File: src/rtl/escalonador_pkg.sv
// Shared definitions for the floor scheduler: state codes, sweep direction and timer defaults.
// Latency: n/a (declarations only).
// Backpressure: n/a.
package escalonador_pkg;

    typedef enum logic [2:0] {
        OCIOSO = 3'd0,
        MEDE   = 3'd1,
        DECIDE = 3'd2,
        SOBE   = 3'd3,
        DESCE  = 3'd4,
        PORTA  = 3'd5,
        ERRO   = 3'd6
    } estado_t;

    localparam logic DIR_SOBE  = 1'b1;
    localparam logic DIR_DESCE = 1'b0;

    localparam int N_ANDARES             = 4;
    localparam int LARGURA_TEMP          = 16;
    localparam int PERIODO_MEDIDA_PADRAO = 50;
    localparam int CICLOS_PORTA_PADRAO   = 100;
    localparam int CICLOS_TIMEOUT_PADRAO = 1000;

    function automatic logic [N_ANDARES-1:0] mascara_andar(input logic [1:0] andar);
        return N_ANDARES'(1) << andar;
    endfunction

endpackage

File: src/rtl/escalonador_andar_if.sv
// Bundle between the scheduler (slave) and its environment: calls, floor sensor, car commands, status.
// Latency: n/a (wires only).
// Backpressure: none; pronto_medida is a one-cycle strobe answering medir.
interface escalonador_andar_if;
    import escalonador_pkg::*;

    logic [N_ANDARES-1:0] botoes;
    logic [1:0]           andar_atual;
    logic                 pronto_medida;
    logic                 medir;
    logic                 motor_sobe;
    logic                 motor_desce;
    logic                 porta_aberta;
    logic [N_ANDARES-1:0] pendentes;
    logic                 direcao;
    logic [2:0]           estado_db;
    logic                 erro;

    modport master (
        output botoes, andar_atual, pronto_medida,
        input  medir, motor_sobe, motor_desce, porta_aberta, pendentes, direcao, estado_db, erro
    );

    modport slave (
        input  botoes, andar_atual, pronto_medida,
        output medir, motor_sobe, motor_desce, porta_aberta, pendentes, direcao, estado_db, erro
    );
endinterface

File: src/rtl/temporizador_ciclos.sv
// Load/decrement cycle counter; zero flags expiry and the count saturates there.
// Latency: load/decrement take effect at the next clock edge.
// Backpressure: none; load wins over decrement.
module temporizador_ciclos #(
    parameter int LARGURA = 16
) (
    input  logic               clock,
    input  logic               reset,
    input  logic               carregar,
    input  logic [LARGURA-1:0] valor,
    input  logic               decrementar,
    output logic               zero
);
    logic [LARGURA-1:0] contagem;

    always_ff @(posedge clock) begin
        if (reset) begin
            contagem <= '0;
        end else if (carregar) begin
            contagem <= valor;
        end else if (decrementar && contagem != '0) begin
            contagem <= contagem - 1'b1;
        end
    end

    assign zero = (contagem == '0);
endmodule

File: src/rtl/escalonador_andar.sv
// Four-floor elevator sweep scheduler; optional stuck-car watchdog under WATCHDOG_EN.
// Latency: calls registered next cycle; one measure/decide round per PERIODO_MEDIDA while moving.
// Backpressure: waits indefinitely in MEDE for pronto_medida; strobes elsewhere are ignored.
module escalonador_andar
    import escalonador_pkg::*;
#(
    parameter int PERIODO_MEDIDA = PERIODO_MEDIDA_PADRAO,
    parameter int CICLOS_PORTA   = CICLOS_PORTA_PADRAO,
    parameter int CICLOS_TIMEOUT = CICLOS_TIMEOUT_PADRAO
) (
    input  logic               clock,
    input  logic               reset,
    escalonador_andar_if.slave bus
);
    localparam int MAX_CARGA = 1 << LARGURA_TEMP;

    if (PERIODO_MEDIDA < 1 || PERIODO_MEDIDA > MAX_CARGA ||
        CICLOS_PORTA   < 1 || CICLOS_PORTA   > MAX_CARGA ||
        CICLOS_TIMEOUT < 1 || CICLOS_TIMEOUT > MAX_CARGA) begin : g_parametro_invalido
        $error("escalonador_andar: timer parameter does not fit the cycle counter");
    end

    localparam logic [LARGURA_TEMP-1:0] CARGA_MOV   = LARGURA_TEMP'(PERIODO_MEDIDA - 1);
    localparam logic [LARGURA_TEMP-1:0] CARGA_PORTA = LARGURA_TEMP'(CICLOS_PORTA - 1);

    estado_t              estado_q, estado_d;
    logic [N_ANDARES-1:0] pend_q, pend_d;
    logic [1:0]           andar_q, andar_d;
    logic                 dir_q, dir_d;
    logic                 medir_q;
    logic                 sobe_q, sobe_d, desce_q, desce_d;

    logic [N_ANDARES-1:0] bit_andar, mascara_acima, mascara_abaixo;
    logic                 dir_forcada, chamada_acima, chamada_abaixo;
    logic                 mov_carregar, mov_dec, mov_zero;
    logic                 porta_carregar, porta_dec, porta_zero;
    logic                 mantem_motor, em_porta;

    assign bit_andar      = mascara_andar(andar_q);
    assign mascara_abaixo = bit_andar - N_ANDARES'(1);
    assign mascara_acima  = ~(mascara_abaixo | bit_andar);
    assign chamada_acima  = |(pend_q & mascara_acima);
    assign chamada_abaixo = |(pend_q & mascara_abaixo);
    assign dir_forcada    = (andar_q == 2'd3) ? DIR_DESCE :
                            (andar_q == 2'd0) ? DIR_SOBE  : dir_q;

`ifdef WATCHDOG_EN
    // Any measurement that moves the car re-arms the watchdog; it only runs with a motor on.
    logic movendo, wd_carregar, wd_zero, wd_disparo;
    assign movendo     = sobe_q | desce_q;
    assign wd_carregar = !movendo ||
                         (estado_q == MEDE && bus.pronto_medida && bus.andar_atual != andar_q);
    assign wd_disparo  = movendo && wd_zero;

    temporizador_ciclos #(.LARGURA(LARGURA_TEMP)) u_temp_watchdog (
        .clock       (clock),
        .reset       (reset),
        .carregar    (wd_carregar),
        .valor       (LARGURA_TEMP'(CICLOS_TIMEOUT - 1)),
        .decrementar (movendo),
        .zero        (wd_zero)
    );
`endif

    always_comb begin
        estado_d       = estado_q;
        andar_d        = andar_q;
        dir_d          = dir_q;
        mov_carregar   = 1'b0;
        mov_dec        = 1'b0;
        porta_carregar = 1'b0;
        porta_dec      = 1'b0;

        case (estado_q)
            OCIOSO: if (pend_q != '0) estado_d = MEDE;
            MEDE: begin
                if (bus.pronto_medida) begin
                    andar_d  = bus.andar_atual;
                    estado_d = DECIDE;
                end
            end
            DECIDE: begin
                if ((pend_q & bit_andar) != '0) begin
                    estado_d       = PORTA;
                    porta_carregar = 1'b1;
                end else if (pend_q == '0) begin
                    estado_d = OCIOSO;
                end else begin
                    // Keep sweeping while calls remain ahead, otherwise turn around.
                    if (dir_forcada == DIR_SOBE) dir_d = chamada_acima  ? DIR_SOBE  : DIR_DESCE;
                    else                         dir_d = chamada_abaixo ? DIR_DESCE : DIR_SOBE;
                    estado_d     = (dir_d == DIR_SOBE) ? SOBE : DESCE;
                    mov_carregar = 1'b1;
                end
            end
            SOBE, DESCE: begin
                if (mov_zero) estado_d = MEDE;
                else          mov_dec  = 1'b1;
            end
            PORTA: begin
                if (|(bus.botoes & bit_andar)) porta_carregar = 1'b1;
                else if (porta_zero)           estado_d = (pend_q != '0) ? MEDE : OCIOSO;
                else                           porta_dec = 1'b1;
            end
`ifdef WATCHDOG_EN
            ERRO: estado_d = ERRO;
`endif
            default: estado_d = OCIOSO;
        endcase

`ifdef WATCHDOG_EN
        if (wd_disparo) estado_d = ERRO;
`endif

        // The open floor's own button only extends the door; it never re-queues the call.
        em_porta = (estado_q == PORTA) || (estado_d == PORTA);
        pend_d   = pend_q | bus.botoes;
        if (em_porta) pend_d = pend_d & ~bit_andar;

        mantem_motor = (estado_d == MEDE) || (estado_d == DECIDE);
        sobe_d       = (estado_d == SOBE)  || (mantem_motor && sobe_q);
        desce_d      = (estado_d == DESCE) || (mantem_motor && desce_q);
    end

    temporizador_ciclos #(.LARGURA(LARGURA_TEMP)) u_temp_movimento (
        .clock       (clock),
        .reset       (reset),
        .carregar    (mov_carregar),
        .valor       (CARGA_MOV),
        .decrementar (mov_dec),
        .zero        (mov_zero)
    );

    temporizador_ciclos #(.LARGURA(LARGURA_TEMP)) u_temp_porta (
        .clock       (clock),
        .reset       (reset),
        .carregar    (porta_carregar),
        .valor       (CARGA_PORTA),
        .decrementar (porta_dec),
        .zero        (porta_zero)
    );

    always_ff @(posedge clock) begin
        if (reset) begin
            estado_q <= OCIOSO;
            pend_q   <= '0;
            andar_q  <= '0;
            dir_q    <= DIR_SOBE;
            medir_q  <= 1'b0;
            sobe_q   <= 1'b0;
            desce_q  <= 1'b0;
        end else begin
            estado_q <= estado_d;
            pend_q   <= pend_d;
            andar_q  <= andar_d;
            dir_q    <= dir_d;
            medir_q  <= (estado_d == MEDE) && (estado_q != MEDE);
            sobe_q   <= sobe_d;
            desce_q  <= desce_d;
        end
    end

    assign bus.medir        = medir_q;
    assign bus.motor_sobe   = sobe_q;
    assign bus.motor_desce  = desce_q;
    assign bus.porta_aberta = (estado_q == PORTA);
    assign bus.pendentes    = pend_q;
    assign bus.direcao      = dir_q;
    assign bus.estado_db    = estado_q;
`ifdef WATCHDOG_EN
    assign bus.erro         = (estado_q == ERRO);
`else
    assign bus.erro         = 1'b0;
`endif
endmodule
File: src/flat_wrapper.sv
// flat-port wrapper written by rule: the top's interface ports become plain ports
module escalonador_andar_flat import escalonador_pkg::*;
#(
    parameter int PERIODO_MEDIDA = PERIODO_MEDIDA_PADRAO,
    parameter int CICLOS_PORTA   = CICLOS_PORTA_PADRAO,
    parameter int CICLOS_TIMEOUT = CICLOS_TIMEOUT_PADRAO
)
  (clock, reset, bus_botoes, bus_andar_atual, bus_pronto_medida, bus_medir, bus_motor_sobe, bus_motor_desce, bus_porta_aberta, bus_pendentes, bus_direcao, bus_estado_db, bus_erro);
  escalonador_andar_if bus_i ();
  input  logic clock;
  input  logic reset;
  input wire logic [$bits(bus_i.botoes)-1:0] bus_botoes;
  input wire logic [$bits(bus_i.andar_atual)-1:0] bus_andar_atual;
  input wire logic [$bits(bus_i.pronto_medida)-1:0] bus_pronto_medida;
  output wire logic [$bits(bus_i.medir)-1:0] bus_medir;
  output wire logic [$bits(bus_i.motor_sobe)-1:0] bus_motor_sobe;
  output wire logic [$bits(bus_i.motor_desce)-1:0] bus_motor_desce;
  output wire logic [$bits(bus_i.porta_aberta)-1:0] bus_porta_aberta;
  output wire logic [$bits(bus_i.pendentes)-1:0] bus_pendentes;
  output wire logic [$bits(bus_i.direcao)-1:0] bus_direcao;
  output wire logic [$bits(bus_i.estado_db)-1:0] bus_estado_db;
  output wire logic [$bits(bus_i.erro)-1:0] bus_erro;
  assign bus_i.botoes = bus_botoes;
  assign bus_i.andar_atual = bus_andar_atual;
  assign bus_i.pronto_medida = bus_pronto_medida;
  assign bus_medir = bus_i.medir;
  assign bus_motor_sobe = bus_i.motor_sobe;
  assign bus_motor_desce = bus_i.motor_desce;
  assign bus_porta_aberta = bus_i.porta_aberta;
  assign bus_pendentes = bus_i.pendentes;
  assign bus_direcao = bus_i.direcao;
  assign bus_estado_db = bus_i.estado_db;
  assign bus_erro = bus_i.erro;
  escalonador_andar #(.PERIODO_MEDIDA(PERIODO_MEDIDA), .CICLOS_PORTA(CICLOS_PORTA), .CICLOS_TIMEOUT(CICLOS_TIMEOUT)) u_core (.clock(clock), .reset(reset), .bus(bus_i));
endmodule
File: config.mk
export PLATFORM = sky130hd
export DESIGN_NAME = escalonador_andar_flat
export DESIGN_NICKNAME = d
export VERILOG_FILES = /design/src/rtl/escalonador_pkg.sv /design/src/rtl/escalonador_andar_if.sv /design/src/rtl/temporizador_ciclos.sv /design/src/rtl/escalonador_andar.sv /design/src/flat_wrapper.sv
export SDC_FILE = /design/constraint.sdc
export NUM_CORES = 1
export LEC_CHECK = 0
export ABC_AREA = 1
export ABC_CLOCK_PERIOD_IN_PS = 1600
export CORE_MARGIN = 10
export CORE_UTILIZATION = 55
export CTS_CLUSTER_SIZE = 24
export DETAILED_ROUTE_END_ITERATION = 10
export DONT_BUFFER_PORTS = 1
export GPL_ROUTABILITY_DRIVEN = 0
export PLACE_DENSITY_LB_ADDON = 0.3
export SYNTH_ARGS = -nofsm -noshare
export SYNTH_HDL_FRONTEND = slang
export SYNTH_SLANG_ARGS = --single-unit
export TNS_END_PERCENT = 30
File: constraint.sdc
create_clock -name clock -period 1.6 [get_ports clock]
set_input_delay 0.16 -clock clock [delete_from_list [all_inputs] [get_ports clock]]
set_output_delay 0.16 -clock clock [all_outputs]
set_load 0.05 [all_outputs]
==> reports/results.ini, run 1 <==
[synth]
synth_nets=404
yosys.area_share.adder_pct=1.942
synth-xor-area-share_pct=5.777
avgSynthCellArea_um2=6.592
synth-compound-area-share_pct=10.87
yosys_warnings=0
synth.cell_area_mm2=0.002577
synth-seq-area-share_pct=34.95
synth_cells=391
synth_top_family_by_area=simple AND/OR/NAND/NOR gates
ys_ff_latch=45
yosys.area_share.simple_pct=38.16
synthMuxAreaShare_pct=0
ys_types=33

[pwr]
leakagePower_nw=1.813
internal-power_mw=1.894
ir_worst_vdd_v=0.0008882
switchingPower_mw=1.292
powerDensity_mw_per_mm2=836.2
combPwrFrac_pct=36.2
p_sw_share_pct=40.55
power_frac_clock_pct=23.4
p_seq_share_pct=40.4

[route]
antenna_left=0
vias=3577
wl_per_cell_um=23.19
drt-initial-drc-count=707
wl_um=12180
vias_per_cell=6.813
first_pass_iters=6
drc=0

[sta]
worst_pin_slew_ns=0.6165
fin_skew_ns=0.01496
drv_slew=0
max_slew_margin_pct=58.77
period_minus_slack_ns=1.957
holdWs_ns=0.04245
worst_slack_ns=-0.3572
period_share_pct=122.3
setup_viol=41
fin_tns_setup_ns=-4.396
fmax_ghz=0.5109
rsz0062_at_grt=yes
finalHoldViolations=0

[floorplanning]
core-area_mm2=0.004444
rows=24
ios=22
die_y_um=88.46
die-area_mm2=0.007824
start_util_pct=58.00
dieWidth_um=88.46

[critical_path]
cp-end-kind=flip-flop
start_kind=flip-flop
worstPathArrival_ns=2.22
worst-path-max-fanout=6
critical_path_required_ns=1.86
crit_type=flip-flop to flip-flop

[clocking]
cts_inserted_buffers=5
h-tree-depth=2
cts_tree=yes
clock_sinks=45
clockBufferDepth=2
clk_latency_ns=0.32
clk_pin_slew_worst_paths_ns=0.10
clockRootBuffer=clkbuf_8

[min_path]
hold_class=primary input to flip-flop

[global_routing]
antenna_found_initial=0
grt_start_max_net_pins=14
grt_pass1_vias=2589
grt_first_pass_wirelength_um=11420
grt_use_total_pct=17.99
grt_overflow=0

[place]
placed_area_mm2=0.003126
io_buffers=0
place_ws_ns=-0.1776
dp_hpwl_um=4953

[layout]
diodes=0
final_nets=485
final_common_cell=nand2_1
design_area_mm2=0.003810
fill_cells=179
drive_gt1_share_pct=43.55
final_cell_mix=nand2_1 (75), buf_4 (73), nor2_1 (35)
area_delta_synth_final_pct=47.82

[status]
outcome=complete, but fails checks
violations=negative setup slack

[run]
cap_violations=0

## power groups by stage
stage               clock (mW)  combinational (mW)  sequential [mW]
finish                   0.746                1.15             1.29
global route             0.766                1.19             1.29
CTS                      0.709               0.765             1.27
detailed placement           0               0.737             1.29
global placement             0               0.720             1.29
floorplan                    0               0.469             1.33
## sequential cells by signal, summed over array words and instances (netlist names)
signal / flops
u_core.u_temp_movimento.contagem: 16
u_core.bus.direcao: 1
u_core.bus.motor_sobe: 1
u_core.bus.motor_desce: 1
u_core.bus.estado_db: 3
u_core.u_temp_porta.contagem: 16
u_core.andar_q: 2
u_core.bus.pendentes: 4
u_core.bus.medir: 1
## metrics by stage
stage	total power [mW]	cells	utilization, %
floorplan	1.801	391	-
global placement	2.006	502	70.33
detailed placement	2.025	502	70.33
CTS	2.740	513	73.93
global route	3.245	525	85.73
finish	3.186	525	85.73
## per-layer routing
layer  routed length, um  global-route usage [%]  share of wire, %  vias up
met3                1750                   5.423                14      153
met5                   0                       0                 0        -
met2                5221                   30.74                43      415
met1                4181                   20.93                34     1594
li1                    -                       -                 -     1415
met4                1022                   6.167               8.4        0
## critical path, cell delays in order (launching register included)
cell and delay [ns]:
dfxtp_4 0.42, nand2_1 0.16, a21oi_1 0.23, nand2_1 0.13, nand2_1 0.21, nand2_1 0.13
a31oi_1 0.37, nand2_1 0.16, nand2_2 0.09
## synth_stat cells (all sizes together)
master  count  area (um^2)
a21boi      1        7.510
a21oi      33        165.2
a31oi       1        6.260
and3        2        12.51
buf         6        37.53
clkbuf      1        3.750
conb        1        3.750
dfxtp      45        900.9
ha          4        50.05
inv        45        168.9
nand2      98        387.9
nand3      26        130.1
nand4       4        25.02
nor2       69        284.0
nor3       13        86.34
nor3b       3        32.53
nor4        2        12.51
o21ai      13        65.06
o21bai      1        11.26
o22ai       4        25.02
or2         2        12.51
xnor2       4        35.03
xor2       13        113.9
## final timing paths
check / cells past startpoint / startpoint / end / slack, ns
setup / recovery: 8 / u_core.andar_q[1] / u_core.bus.motor_desce / -0.36
hold / removal: 3 / reset / u_core.bus.motor_sobe / 0.04
setup reg to reg: 8 / u_core.andar_q[1] / u_core.bus.motor_desce / -0.36
hold reg to reg: 2 / u_core.u_temp_movimento.contagem[8] / u_core.u_temp_movimento.contagem[8] / 0.57
## layout make-up
class                      instances  area [um^2]  share of cell area (%)
timing repair buffer              81        645.6                   16.95
multi-input combinational        294         1901                   49.89
tap                               52        65.06                   1.708
inverter                          45        181.4                   4.762
sequential                        45        933.4                   24.50
clock inverter                     1        7.507                  0.1970
clock buffer                       7        76.32                   2.003
## cells by family after synthesis
group,count (synthesis)
xor+xnor,17
buf+inv,52
simple gates,219
flops,45
compound gates,53
other cells,1
fa+ha+maj,4
## timing repair
action,4_1_cts,5_1_grt
setup buffers,2,12
pin swaps,2,43
resized for setup,18,125
hold endpoints to repair,11,0
hold buffers,1,0
setup endpoints to repair,22,41
cloned,0,0
Note: power is estimated with default switching activity, not from simulation.
==> run 2, diff against run 1 <==
--- a/config.mk
+++ b/config.mk
@@ -5,7 +5,6 @@
 export SDC_FILE = /design/constraint.sdc
 export NUM_CORES = 1
 export LEC_CHECK = 0
-export ABC_AREA = 1
 export ABC_CLOCK_PERIOD_IN_PS = 1600
 export CORE_MARGIN = 10
 export CORE_UTILIZATION = 55
==> run 2 against run 1 <==
The run ends with negative hold slack, negative setup slack left. Critical endpoint is now u_core.bus.motor_sobe. Via count is 21% lower. Clock skew shrank 0.0058 ns. Combinational power about the same. First-iteration DRC count is 41% lower. Die area fell by 8.1%. Global-route usage increased by 3.9 points. Non-clock buffer count rose by 21. Final area down 4.6%. Total power hardly changed. Wire length decreased by 9.9%. Sequential share of layout area is 0.91 points higher. Register-to-register slack worse by 0.37 ns.
==> reports/results.ini, run 2 <==
[synth]
ys_top_cells_by_count=nor2_1 (46), dfxtp_1 (45), nand2_1 (17), xor2_1 (16), a21oi_1 (11)  ; was nand2_1 (92), nor2_1 (63), dfxtp_1 (45), inv_1 (39), a21oi_1 (33)
synth_nets=276  ; was 404
synth_cells=263  ; was 391
synth_area_leaders=dfxtp_1 (39%), nor2_1 (7.5%), xor2_1 (6.1%), xnor2_1 (3.8%), nand2_1 (2.8%)  ; was dfxtp_1 (35%), nand2_1 (13%), nor2_1 (9.2%), a21oi_1 (6.4%), inv_1 (5.7%)
yosys_warnings=0  ; unchanged
synth_top_family_by_area=simple AND/OR/NAND/NOR gates  ; unchanged
synth-compound-area-share_pct=10.57  ; was 10.87%
synth-seq-area-share_pct=39.02  ; was 34.95%
synth.cell_area_mm2=0.002308  ; was 0.002577 mm^2
synth-xor-area-share_pct=9.864  ; was 5.777%
synth-edff-count=0  ; unchanged
async_flop_share_pct=0  ; unchanged
avgSynthCellArea_um2=8.777  ; was 6.592 um^2
yosysMostFrequentCell=nor2_1  ; was nand2_1
synth_flop_cell=dfxtp_1  ; unchanged
yosys.area_share.simple_pct=32.14  ; was 38.16%
yosysTopAreaCell=dfxtp_1  ; unchanged
ys_types=55  ; was 33
synthMuxAreaShare_pct=2.818  ; was 0%
synth_top_area_share_pct=39.02  ; was 34.95%
yosys.area_share.adder_pct=2.168  ; was 1.942%
ys_ff_latch=45  ; unchanged

[clocking]
clock_sinks=45  ; unchanged
cts_tree=yes  ; unchanged
cts_inserted_buffers=5  ; unchanged
h-tree-depth=2  ; unchanged
clk_pin_slew_worst_paths_ns=0.10  ; about the same
clk_latency_ns=0.32  ; about the same
clockBufferDepth=2  ; unchanged
clockRootBuffer=clkbuf_8  ; unchanged

[layout]
final_common_cell=buf_4  ; was nand2_1
final_nets=376  ; was 485
final_cell_mix=buf_4 (93), nor2_1 (41), dfxtp_1 (29)  ; was nand2_1 (75), buf_4 (73), nor2_1 (35)
design_area_mm2=0.003635  ; was 0.003810 mm^2
drive_gt1_share_pct=56.32  ; was 43.55%
diodes=0  ; unchanged
area_delta_synth_final_pct=57.45  ; was 47.82%

[global_routing]
grt_start_max_net_pins=21  ; was 14
grt_first_pass_wirelength_um=13080  ; was 11420 um
grt_pass1_vias=2699  ; was 2589
grt_overflow=0  ; unchanged
grt_use_total_pct=21.87  ; was 17.99%
antenna_found_initial=0  ; unchanged

[route]
drc=0  ; unchanged
antenna_left=0  ; unchanged
vias=2821  ; was 3577
first_pass_iters=5  ; was 6
vias_per_cell=6.814  ; was 6.813
drt-initial-drc-count=417  ; was 707
wl_per_cell_um=26.50  ; was 23.19 um
wl_um=10970  ; was 12180 um

[pwr]
combPwrFrac_pct=36.5  ; was 36.2%
p_seq_share_pct=40.1  ; was 40.4%
ir_worst_vdd_v=0.0005757  ; was 0.0008882 V
total_power_mw=3.188  ; was 3.186 mW
switchingPower_mw=1.171  ; was 1.292 mW
powerDensity_mw_per_mm2=877.1  ; was 836.2 mW/mm^2
leakagePower_nw=1.496  ; was 1.813 nW
internal-power_mw=2.017  ; was 1.894 mW
p_sw_share_pct=36.72  ; was 40.55%
power_frac_clock_pct=23.3  ; was 23.4%

[critical_path]
worst-path-max-fanout=5  ; was 6
crit_type=flip-flop to flip-flop  ; unchanged
cp-end-kind=flip-flop  ; unchanged
start_kind=flip-flop  ; unchanged
critical_path_required_ns=1.81  ; was 1.86 ns
worstPathArrival_ns=2.53  ; was 2.22 ns

[sta]
finalHoldViolations=18  ; was 0
drv_slew=0  ; unchanged
worst_slack_ns=-0.7264  ; was -0.3572 ns
period_share_pct=145.4  ; was 122.3%
setup_viol=43  ; was 41
fmax_ghz=0.4299  ; was 0.5109 GHz
fin_skew_ns=0.009138  ; was 0.01496 ns
holdWs_ns=-0.1081  ; was 0.04245 ns
period_minus_slack_ns=2.326  ; was 1.957 ns
max_slew_margin_pct=51.66  ; was 58.77%
worst_pin_slew_ns=0.7069  ; was 0.6165 ns
rsz0062_at_grt=yes  ; unchanged

[status]
violations=negative hold slack, negative setup slack  ; was negative setup slack
outcome=complete, but fails checks  ; unchanged

[floorplanning]
die-area_mm2=0.007189  ; was 0.007824 mm^2
rows=23  ; was 24
core-area_mm2=0.004029  ; was 0.004444 mm^2
start_util_pct=57.30  ; was 58.00%
dieWidth_um=84.79  ; was 88.46 um
die_y_um=84.79  ; was 88.46 um
ios=22  ; unchanged

[place]
io_buffers=0  ; unchanged
placed_area_mm2=0.003095  ; was 0.003126 mm^2
dp_hpwl_um=4232  ; was 4953 um

[run]
cap_violations=0  ; unchanged

[min_path]
hold_class=primary input to flip-flop  ; unchanged

run 2: cell types whose count changed after synthesis, sizes merged, moves of 5 or more:
cell and change:
inv -38, a21oi -19, o21ai -11, nand2 -81, clkbuf +6, nor2b +6, nor2 -23, nor4 +5
a211oi +6, xnor2 +6, nand2b +8, nand3 -23
run 2: what timing repair did:
action,CTS,global route
setup endpoints to repair,43,46
pin swaps,15,28
setup buffers,6,6
gates resized for setup,38,49
hold endpoints to repair,18,18
run 2: path summary, 6_finish.rpt:
kind,startpoint,end,slack (ns),depth (start not counted)
setup / recovery,u_core.andar_q[0],u_core.bus.motor_sobe,-0.73,6
hold / removal,reset,u_core.bus.estado_db[2],-0.11,1
setup reg to reg,u_core.andar_q[0],u_core.bus.motor_sobe,-0.73,6
hold reg to reg,u_core.u_temp_porta.contagem[13],u_core.u_temp_porta.contagem[13],0.59,3
run 2: metrics by stage:
step / setup TNS (ns) / worst slack [ns] / std cells / util, % / hold slack (ns)
global placement: -10.82 / -0.5208 / 395 / 76.83 / 0.2279
detailed placement: -12.01 / -0.5516 / 395 / 76.83 / 0.2286
global route: -20.27 / -0.7479 / 414 / 90.22 / -0.1044
finish: -17.32 / -0.7264 / 414 / 90.22 / -0.1081
CTS: -10.31 / -0.5109 / 409 / 83.82 / -0.09085
floorplan: -9.368 / -0.4646 / 263 / - / 0.2987
run 2: worst max-delay path, cell delays in order, from the launching register on:
cell and delay [ns]:
dfxtp_4 0.38, mux4_2 0.58, o21a_1 0.27, a31o_1 0.24, a2111o_1 0.41, o21ai_2 0.26, a21oi_2 0.08
run 2: per-layer routing:
metal | global-route usage (%) | up-vias | wire (um)
li1 | - | 1113 | -
met1 | 24.41 | 1300 | 3699
met2 | 37.68 | 288 | 4932
met3 | 4.928 | 120 | 1368
met4 | 11.53 | 0 | 970
met5 | 0 | - | 0
run 2: area by class of cell:
| cell class | instances | area (um^2) |
|---|---|---|
| multi-input cells | 201 | 1724 |
| inverters | 8 | 35.03 |
| repair buffers | 102 | 803.3 |
| clock buffers | 5 | 68.82 |
| well taps | 50 | 62.56 |
| flip-flops and latches | 45 | 923.4 |
| fillers | 148 | 394.1 |
| clock inverters | 3 | 17.52 |
run 2: power by group through the flow:
stage               combinational [mW]  sequential [mW]  clock [mW]
floorplan                        0.408             1.35           0
global placement                 0.774             1.27           0
detailed placement               0.792             1.28           0
CTS                              0.888             1.26       0.705
global route                      1.20             1.28       0.760
finish                            1.16             1.28       0.744
run 2: kinds of logic (layout without fill, tap and decap cells):
kind of cell / Yosys count / in the layout
AND/OR/NAND/NOR: 132 / 132
AO/OA/AOI/OAI: 34 / 34
buffers and inverters: 17 / 118
flip-flops: 45 / 45
other: 1 / 1
multiplexers: 4 / 4
XOR/XNOR: 26 / 26
adder cells (fa/ha/maj): 4 / 4
